--- config.mk ---
export PLATFORM = sky130hd
export DESIGN_NAME = tblink_rpc_cmdinit
export DESIGN_NICKNAME = d
export VERILOG_FILES = /design/src/rtl/tblink_rpc_pkg.sv /design/src/rtl/tblink_rpc_cmdinit.sv
export SDC_FILE = /design/constraint.sdc
export NUM_CORES = 1
export LEC_CHECK = 0
export ABC_AREA = 1
export BUFFER_PORTS_ARGS = -buffer_cell sky130_fd_sc_hd__buf_2
export CAP_MARGIN = 20
export CORE_ASPECT_RATIO = 1.25
export CORE_MARGIN = 2
export CORE_UTILIZATION = 30
export CTS_CLUSTER_DIAMETER = 120
export DETAILED_ROUTE_END_ITERATION = 10
export GPL_TIMING_DRIVEN = 1
export SLEW_MARGIN = 20
export SYNTH_ARGS = -nofsm -noshare
export SYNTH_HDL_FRONTEND = slang
export SYNTH_SLANG_ARGS = --single-unit
--- constraint.sdc ---
create_clock -name uclock -period 2 [get_ports uclock]
set_input_delay 0.1 -clock uclock [delete_from_list [all_inputs] [get_ports uclock]]
set_output_delay 0.1 -clock uclock [all_outputs]
set_load 0.02 [all_outputs]
--- src/rtl/tblink_rpc_pkg.sv ---
// Shared TBLink RPC definitions: FSM state encodings, packet field offsets and
// the response command code, used by the command initiator and command processor.
package tblink_rpc_pkg;

    typedef enum logic [3:0] {
        IDLE,
        TX_SZ,
        TX_CMD,
        TX_ID,
        TX_PAR,
        RX_DST,
        RX_SZ,
        RX_CMD,
        RX_ID,
        RX_DAT
    } rpc_state_e;

    // Request packet: SZ, CMD, ID, then parameter bytes
    localparam int unsigned REQ_OFF_SZ   = 0;
    localparam int unsigned REQ_OFF_CMD  = 1;
    localparam int unsigned REQ_OFF_ID   = 2;
    localparam int unsigned REQ_OFF_PAR  = 3;

    // Response packet: DST, SZ, CMD, ID, then data bytes
    localparam int unsigned RSP_OFF_DST  = 0;
    localparam int unsigned RSP_OFF_SZ   = 1;
    localparam int unsigned RSP_OFF_CMD  = 2;
    localparam int unsigned RSP_OFF_ID   = 3;
    localparam int unsigned RSP_OFF_DAT  = 4;

    localparam logic [7:0] RSP_CMD_CODE = 8'h00;

    function automatic logic [7:0] min_u8(input logic [7:0] v, input int unsigned cap);
        return (32'(v) < cap) ? v : cap[7:0];
    endfunction

endpackage

--- src/rtl/tblink_rpc_cmdinit.sv ---
// TBLink RPC command initiator: serialises one command onto the tipo byte stream
// and collects the matching response from tipi, signalling completion by toggle.
module tblink_rpc_cmdinit
    import tblink_rpc_pkg::*;
#(
    parameter int unsigned CMD_PARAMS_SZ = 1,
    parameter int unsigned CMD_RSP_SZ    = 1
) (
    input  logic                      uclock,
    input  logic                      reset,
    output logic [7:0]                tipo_dat,
    output logic                      tipo_valid,
    input  logic                      tipo_ready,
    input  logic [7:0]                tipi_dat,
    input  logic                      tipi_valid,
    output logic                      tipi_ready,
    input  logic [7:0]                cmd,
    input  logic [7:0]                cmd_sz,
    input  logic [CMD_PARAMS_SZ*8-1:0] cmd_params,
    input  logic                      cmd_put_i,
    output logic                      cmd_get_i,
    output logic [CMD_RSP_SZ*8-1:0]   cmd_rsp,
    output logic [7:0]                cmd_rsp_sz,
    output logic                      cmd_rsp_err
);

    rpc_state_e state, state_n;

    logic [7:0]                 cmd_r;
    logic [7:0]                 n_r;
    logic [7:0]                 cnt_r;
    logic [CMD_PARAMS_SZ*8-1:0] par_r;
    logic [7:0]                 id_r;
    logic [7:0]                 rem_r;
    logic [7:0]                 k_r;
    logic                       start;
    logic                       done;
    logic                       tx_acc;
    logic                       rx_acc;

    assign tx_acc = tipo_valid && tipo_ready;
    assign rx_acc = tipi_valid && tipi_ready;

    always_ff @(posedge uclock or posedge reset) begin
        if (reset) state <= IDLE;
        else       state <= state_n;
    end

    always_comb begin
        state_n    = state;
        tipo_valid = 1'b0;
        tipo_dat   = 8'h00;
        tipi_ready = 1'b0;
        start      = 1'b0;
        done       = 1'b0;
        case (state)
            IDLE: begin
                if (cmd_put_i != cmd_get_i) begin
                    start   = 1'b1;
                    state_n = TX_SZ;
                end
            end
            TX_SZ: begin
                tipo_valid = 1'b1;
                tipo_dat   = n_r + 8'd1;
                if (tipo_ready) state_n = TX_CMD;
            end
            TX_CMD: begin
                tipo_valid = 1'b1;
                tipo_dat   = cmd_r;
                if (tipo_ready) state_n = TX_ID;
            end
            TX_ID: begin
                tipo_valid = 1'b1;
                tipo_dat   = id_r;
                if (tipo_ready) state_n = (n_r == 8'd0) ? RX_DST : TX_PAR;
            end
            TX_PAR: begin
                tipo_valid = 1'b1;
                tipo_dat   = par_r[7:0];
                if (tipo_ready && cnt_r == 8'd1) state_n = RX_DST;
            end
            RX_DST: begin
                tipi_ready = 1'b1;
                if (tipi_valid) state_n = RX_SZ;
            end
            RX_SZ: begin
                tipi_ready = 1'b1;
                if (tipi_valid) state_n = RX_CMD;
            end
            RX_CMD: begin
                tipi_ready = 1'b1;
                if (tipi_valid) state_n = RX_ID;
            end
            RX_ID: begin
                tipi_ready = 1'b1;
                if (tipi_valid) begin
                    if (rem_r == 8'd0) begin
                        done    = 1'b1;
                        state_n = IDLE;
                    end else begin
                        state_n = RX_DAT;
                    end
                end
            end
            RX_DAT: begin
                tipi_ready = 1'b1;
                if (tipi_valid && rem_r == 8'd1) begin
                    done    = 1'b1;
                    state_n = IDLE;
                end
            end
            default: state_n = IDLE;
        endcase
    end

    always_ff @(posedge uclock or posedge reset) begin
        if (reset) begin
            cmd_r       <= '0;
            n_r         <= '0;
            cnt_r       <= '0;
            par_r       <= '0;
            id_r        <= '0;
            rem_r       <= '0;
            k_r         <= '0;
            cmd_get_i   <= 1'b0;
            cmd_rsp     <= '0;
            cmd_rsp_sz  <= '0;
            cmd_rsp_err <= 1'b0;
        end else begin
            if (start) begin
                cmd_r       <= cmd;
                n_r         <= min_u8(cmd_sz, CMD_PARAMS_SZ);
                cnt_r       <= min_u8(cmd_sz, CMD_PARAMS_SZ);
                par_r       <= cmd_params;
                k_r         <= '0;
                cmd_rsp     <= '0;
                cmd_rsp_sz  <= '0;
                cmd_rsp_err <= 1'b0;
            end
            // Parameters leave LSB-first, so shift the next byte down after each accept
            if (state == TX_PAR && tx_acc) begin
                par_r <= par_r >> 8;
                cnt_r <= cnt_r - 8'd1;
            end
            if (state == RX_SZ && rx_acc) begin
                rem_r      <= (tipi_dat == 8'd0) ? 8'd0 : tipi_dat - 8'd1;
                cmd_rsp_sz <= min_u8((tipi_dat == 8'd0) ? 8'd0 : tipi_dat - 8'd1, CMD_RSP_SZ);
                if (tipi_dat == 8'd0) cmd_rsp_err <= 1'b1;
            end
            if (state == RX_CMD && rx_acc && tipi_dat != RSP_CMD_CODE) cmd_rsp_err <= 1'b1;
            if (state == RX_ID && rx_acc && tipi_dat != id_r) cmd_rsp_err <= 1'b1;
            // Bytes beyond the response capacity are counted but dropped
            if (state == RX_DAT && rx_acc) begin
                for (int unsigned i = 0; i < CMD_RSP_SZ; i++) begin
                    if (32'(k_r) == i) cmd_rsp[8*i +: 8] <= tipi_dat;
                end
                k_r   <= k_r + 8'd1;
                rem_r <= rem_r - 8'd1;
            end
            if (done) begin
                cmd_get_i <= ~cmd_get_i;
                id_r      <= id_r + 8'd1;
            end
        end
    end

endmodule

---- Word level (Yosys, flattened, before mapping) ----
Cells that the tools add are included.
word-level totals
  bits in registers ....................... 78
  input bits .............................. 37
  output and inout port bits .............. 28
  word-level logic and storage cells ...... 110
operators by class
  $add $sub $neg .......................... 6
  order comparisons ....................... 2
  eq/ne operators ......................... 23
  multiplexer cells ....................... 42
  bitwise gates (word level) .............. 1
  reduce and logical (&&, ||, !) cells .... 24
operators with widths
  cell                                                                           number
  8-bit 2-to-1 mux                                                               15
  4-bit 2-to-1 mux                                                               11
  4-bit one-hot mux with 10 select lines                                         1
  8-bit zero test                                                                4
  8-bit one-hot mux with 4 select lines                                          1
  8-bit by 1-bit adder with 8-bit output (second input constant)                 3
  8-bit by 1-bit subtractor with 8-bit output (second input constant)            3
  2-bit inequality test (second input constant)                                  10
  4-bit by 3-bit == test with 1-bit output (second input constant)               4
  8-bit by 1-bit == test with 1-bit output (second input constant)               2
  8-bit by 1-bit less-than comparator with 1-bit output (second input constant)  2
  1-bit 2-to-1 mux                                                               13
  1-bit logical AND                                                              11
  10-bit AND reduction                                                           1
  4-bit by 2-bit == test with 1-bit output (second input constant)               2
  4-bit == test (second input constant)                                          2
  8-bit inequality test                                                          1
  2-bit nonzero test                                                             4
  8-bit nonzero test                                                             1
  5-bit OR reduction                                                             1
  4-bit by 1-bit == test with 1-bit output (second input constant)               1
  4-bit zero test                                                                1
  4-bit OR reduction                                                             1
  1-bit one-hot mux with 2 select lines                                          1
  2 further kinds                                                                2

---- Logic depth before layout (Yosys ltp) ----
  depth after elaboration ................. 8
  gate-level depth with buffers ........... 12
  mapped depth without buffers ............ 11

---- Least setup slack after synthesis ----
No wires, ideal clock.
  path kind ............................... reg2reg
  start ................................... reg state[2]
  end ..................................... reg state[1]
  arrival ................................. 1460 ps
  required time ........................... 1874 ps
  setup slack ............................. 414 ps
  cell stages (with the launch flop) ...... 7
  buffers on the path ..................... 0
  cells stage by stage .................... dfrtp_1 > inv_2 > nand2_1 > o22ai_1 > nand3_1 > nand3_2 > o21ai_0
between the ends
  cells in the longest elaborated chain, start to end .. 3
  elaborated cells on any way between the ends .. 22
ends and longest elaborated chain
  element                                line                      source
  start: declaration                     tblink_rpc_cmdinit.sv:27  rpc_state_e state, state_n;
  start signal: assignment               tblink_rpc_cmdinit.sv:46  else state <= state_n;
  4-bit == test (tied with other cells)  tblink_rpc_cmdinit.sv:56  case (state)
  2-bit inequality test (no line)        -
  10-bit AND reduction (no line)         -
Parallel ways exist; a longest one is shown, timed or not.
A chain may end at the register's enable or synchronous reset.

---- Worst setup path in the final report ----
  start ................................... reg state[1]
  end ..................................... out tipo_dat[1]
between the ends
  cells in the longest elaborated chain, start to end .. 2
  elaborated cells on any way between the ends .. 5
ends and longest elaborated chain
  element                                                           line                      source
  4-bit by 3-bit == test with 1-bit output (tied with other cells)  tblink_rpc_cmdinit.sv:56
  8-bit one-hot mux with 4 select lines *                           tblink_rpc_cmdinit.sv:56
  end: declaration                                                  tblink_rpc_cmdinit.sv:11  output logic [7:0] tipo_dat,
Mark *: on every way between the ends. The rest lies on a longest branch, timed or not.

==> results.yml <==
timing:
  finalCriticalPeriod_ns: 1.89
  finalSetupViolCount: 0
  rsz0062_at_grt: "no"
  fin_skew_ns: 0.00542
  finalCritPeriodShare_pct: 94.4
  fin_tns_setup_ns: 0
  finalMaxSlewViolations: 0
  worst_pin_slew_ns: 0.574
  hold_violations: 0
  holdWs_ns: 0.0162
  relSlewSlack_pct: 61.7
  maxClockFrequency_mhz: 530
worst_setup_path:
  worstSetupStartpointType: "flip-flop"
  worstPathArrival_ns: 1.79
  crit_family: "flip-flops"
  endpoint_kind: "output pin"
  worst-path-buf-inv: 3
  required_ns: 1.90
  path_class: "reg2out"
  critPathMaxFanout: 6
  cpMaxStageDelayCell: "dfrtp_1"
  crit_top_cell: "inv_2"
  crit_path_cell_trace: "nor2_2, inv_2, nor2_4, inv_2, o2111ai_1, buf_2"
  slowest_delay_ns: 0.46
  r2r_setup_slack_ns: 0.29
place:
  portBuffers: 64
  dpl_cell_area_um2: 5020
  gp_congestion: 0.882
  dpl.hpwl_um: 8340
power_and_ir_drop:
  peakVddDrop_mv: 0.527
  leakage_nw: 2.77
  power_density_nw_per_um2: 1210
  p_total_mw: 6.64
job:
  cap_violations: 0
routing:
  ant_nets: 0
  drt_iter0_drc: 229
  drc: 7
  drt-total-wl_um: 11200
  vias_per_cell: 4.69
  firstDrtPassIters: 8
  vias: 3986
  wl_per_cell_um: 13.1
logic_synthesis:
  synthFlopType: "dfrtp_1"
  synth_cells: 576
  ys_warn_count: 0
  synth_edf_count: 0
  syn_nets: 625
  synth_area_um2: 4470
  synth_common_cells: "nand2_1, dfrtp_1, inv_1"
  synth_cell_types: 40
  ys_ff_latch: 78
  yosys.area.top_type: "dfrtp_1"
  synth_top_area_share_pct: 43.6
  synth.avg_cell_area_um2: 7.77
  async_reset_ff_share_pct: 100
  yosys-top-cells-area: "dfrtp_1, nand2_1, nand3_1"
  yosysSeqAreaShare_pct: 43.6
  synth.most_common_cell: "nand2_1"
cts:
  cts_root_buffer: "clkbuf_16"
  cts.sink_count: 78
  htreeDepth: 3
  numCtsBuffers: 9
  path_clk_slew_ns: 0.06
  cts_tree: "done"
  clockBufferDepth: 2
  worstSkewPairLatency_ns: 0.34
floorplan:
  die_area_um2: 15900
  dieHeight_um: 141
  initial_utilization_pct: 30.9
  ios: 65
  coreArea_um2: 14500
  row_count: 49
  fp.dieW_um: 113
grt:
  antenna_found_initial: 0
  first_global_vias: 3811
  grt_overflow: 0
  grt_max_degree: 46
  grt_pass1_wl_um: 18500
  grt.total_usage_pct: 14.6
final_layout:
  nFillCells: 1504
  seqCellArea_um2: 1950
  diodes: 0
  nNetsFinal: 716
  drive_gt1_share_pct: 19.6
  area_growth_pct: 22.5
  multi_input_area_um2: 2150
  design_area_um2: 5480
status:
  outcome: "complete, but fails checks"
  violations: "design-rule violations"
worst_hold_path:
  hp-class: "in2reg"
## placed cells by master, fill, tap and decap left out, types with 4 or more instances in the layout
cell type	n
o21ai_2	10
inv_1	67
nand4_1	10
nor2_1	61
buf_2	64
nand3_1	60
buf_4	13
o21ai_0	25
ha_1	12
clkbuf_16	9
dfrtp_1	78
xor2_1	7
a21oi_1	13
o21ai_1	4
nand2_1	153
xnor2_1	5
o2111ai_1	6
inv_2	8
nor2_4	4
o211ai_1	4
dlygate4sd3_1	14
## worst paths after layout
path	depth (start not counted)	to	startpoint
worst max register to register	8	cmd_rsp_sz[1]$_DFFE_PP0P_	state[1]$_DFFE_PP0P_
min in group asynchronous	4	cmd_rsp[2]$_DFF_PP0_	reset
worst max-delay path	6	tipo_dat[1]	state[1]$_DFFE_PP0P_
worst min register to register	1	k_r[7]$_DFFE_PP0P_	k_r[7]$_DFFE_PP0P_
worst min-delay path	3	par_r[1]$_DFFE_PP0P_	cmd_params[1]
max in group asynchronous	4	rem_r[0]$_DFFE_PP0P_	reset
## where the power goes
group | internal [mW] | switching, mW | leakage, nW
Sequential | 2.00 | 0.300 | 1.03
Clock | 1.03 | 0.649 | 0.146
Combinational | 0.919 | 1.74 | 1.59
Total | 3.96 | 2.69 | 2.77
## worst reg2reg max path: cells and delay by family (launching register included)
family	cells	cell delay, ns
buf+inv	3	0.48
flops	1	0.46
simple gates	5	0.68
## metal layers
| layer | up-vias | GRT usage, % | share of wire, % |
|---|---|---|---|
| met3 | 5 | 3.81 | 4.1 |
| met1 | 1826 | 19.1 | 47 |
| met5 | - | 0 | 0 |
| met4 | 0 | 4.11 | 0.89 |
| li1 | 2073 | - | - |
| met2 | 82 | 24.0 | 48 |
## what timing repair did
item,CTS,global route
setup endpoints to repair,0,5
setup buffers,0,2
gates resized for setup,0,1
hold endpoints to repair,91,0
hold buffers,14,0
## cell families after synthesis
kind of cell	after synthesis	share of synthesized area, %
AO/OA/AOI/OAI	74	10.7
AND/OR/NAND/NOR	312	31.6
adder cells (fa/ha/maj)	12	3.36
buffers and inverters	88	8.39
flip-flops	78	43.6
XOR/XNOR	12	2.35
## sequential cells by signal, summed over array words and instances (netlist names)
register	count
cmd_get_i	1
cmd_r	8
cmd_rsp	8
cmd_rsp_err	1
cmd_rsp_sz	8
cnt_r	8
id_r	8
k_r	8
n_r	8
par_r	8
rem_r	8
state	4
## layout make-up
cell class,count,share of cell area [%]
well taps,178,4.06
flip-flops and latches,78,35.6
clock buffers,13,4.75
multi-input cells,410,39.2
clock inverters,3,0.776
repair buffers,91,10.2
inverters,77,5.39
## metrics by stage
step	std cells	utilization [%]	setup slack (ns)
after global routing	850	37.9	0.00261
after global placement	818	34.7	0.291
final	850	37.9	0.112
after floorplan	576	-	0.414
after detailed placement	818	34.7	0.300
after CTS	848	37.7	0.0706
(Power assumes the default switching activity.)
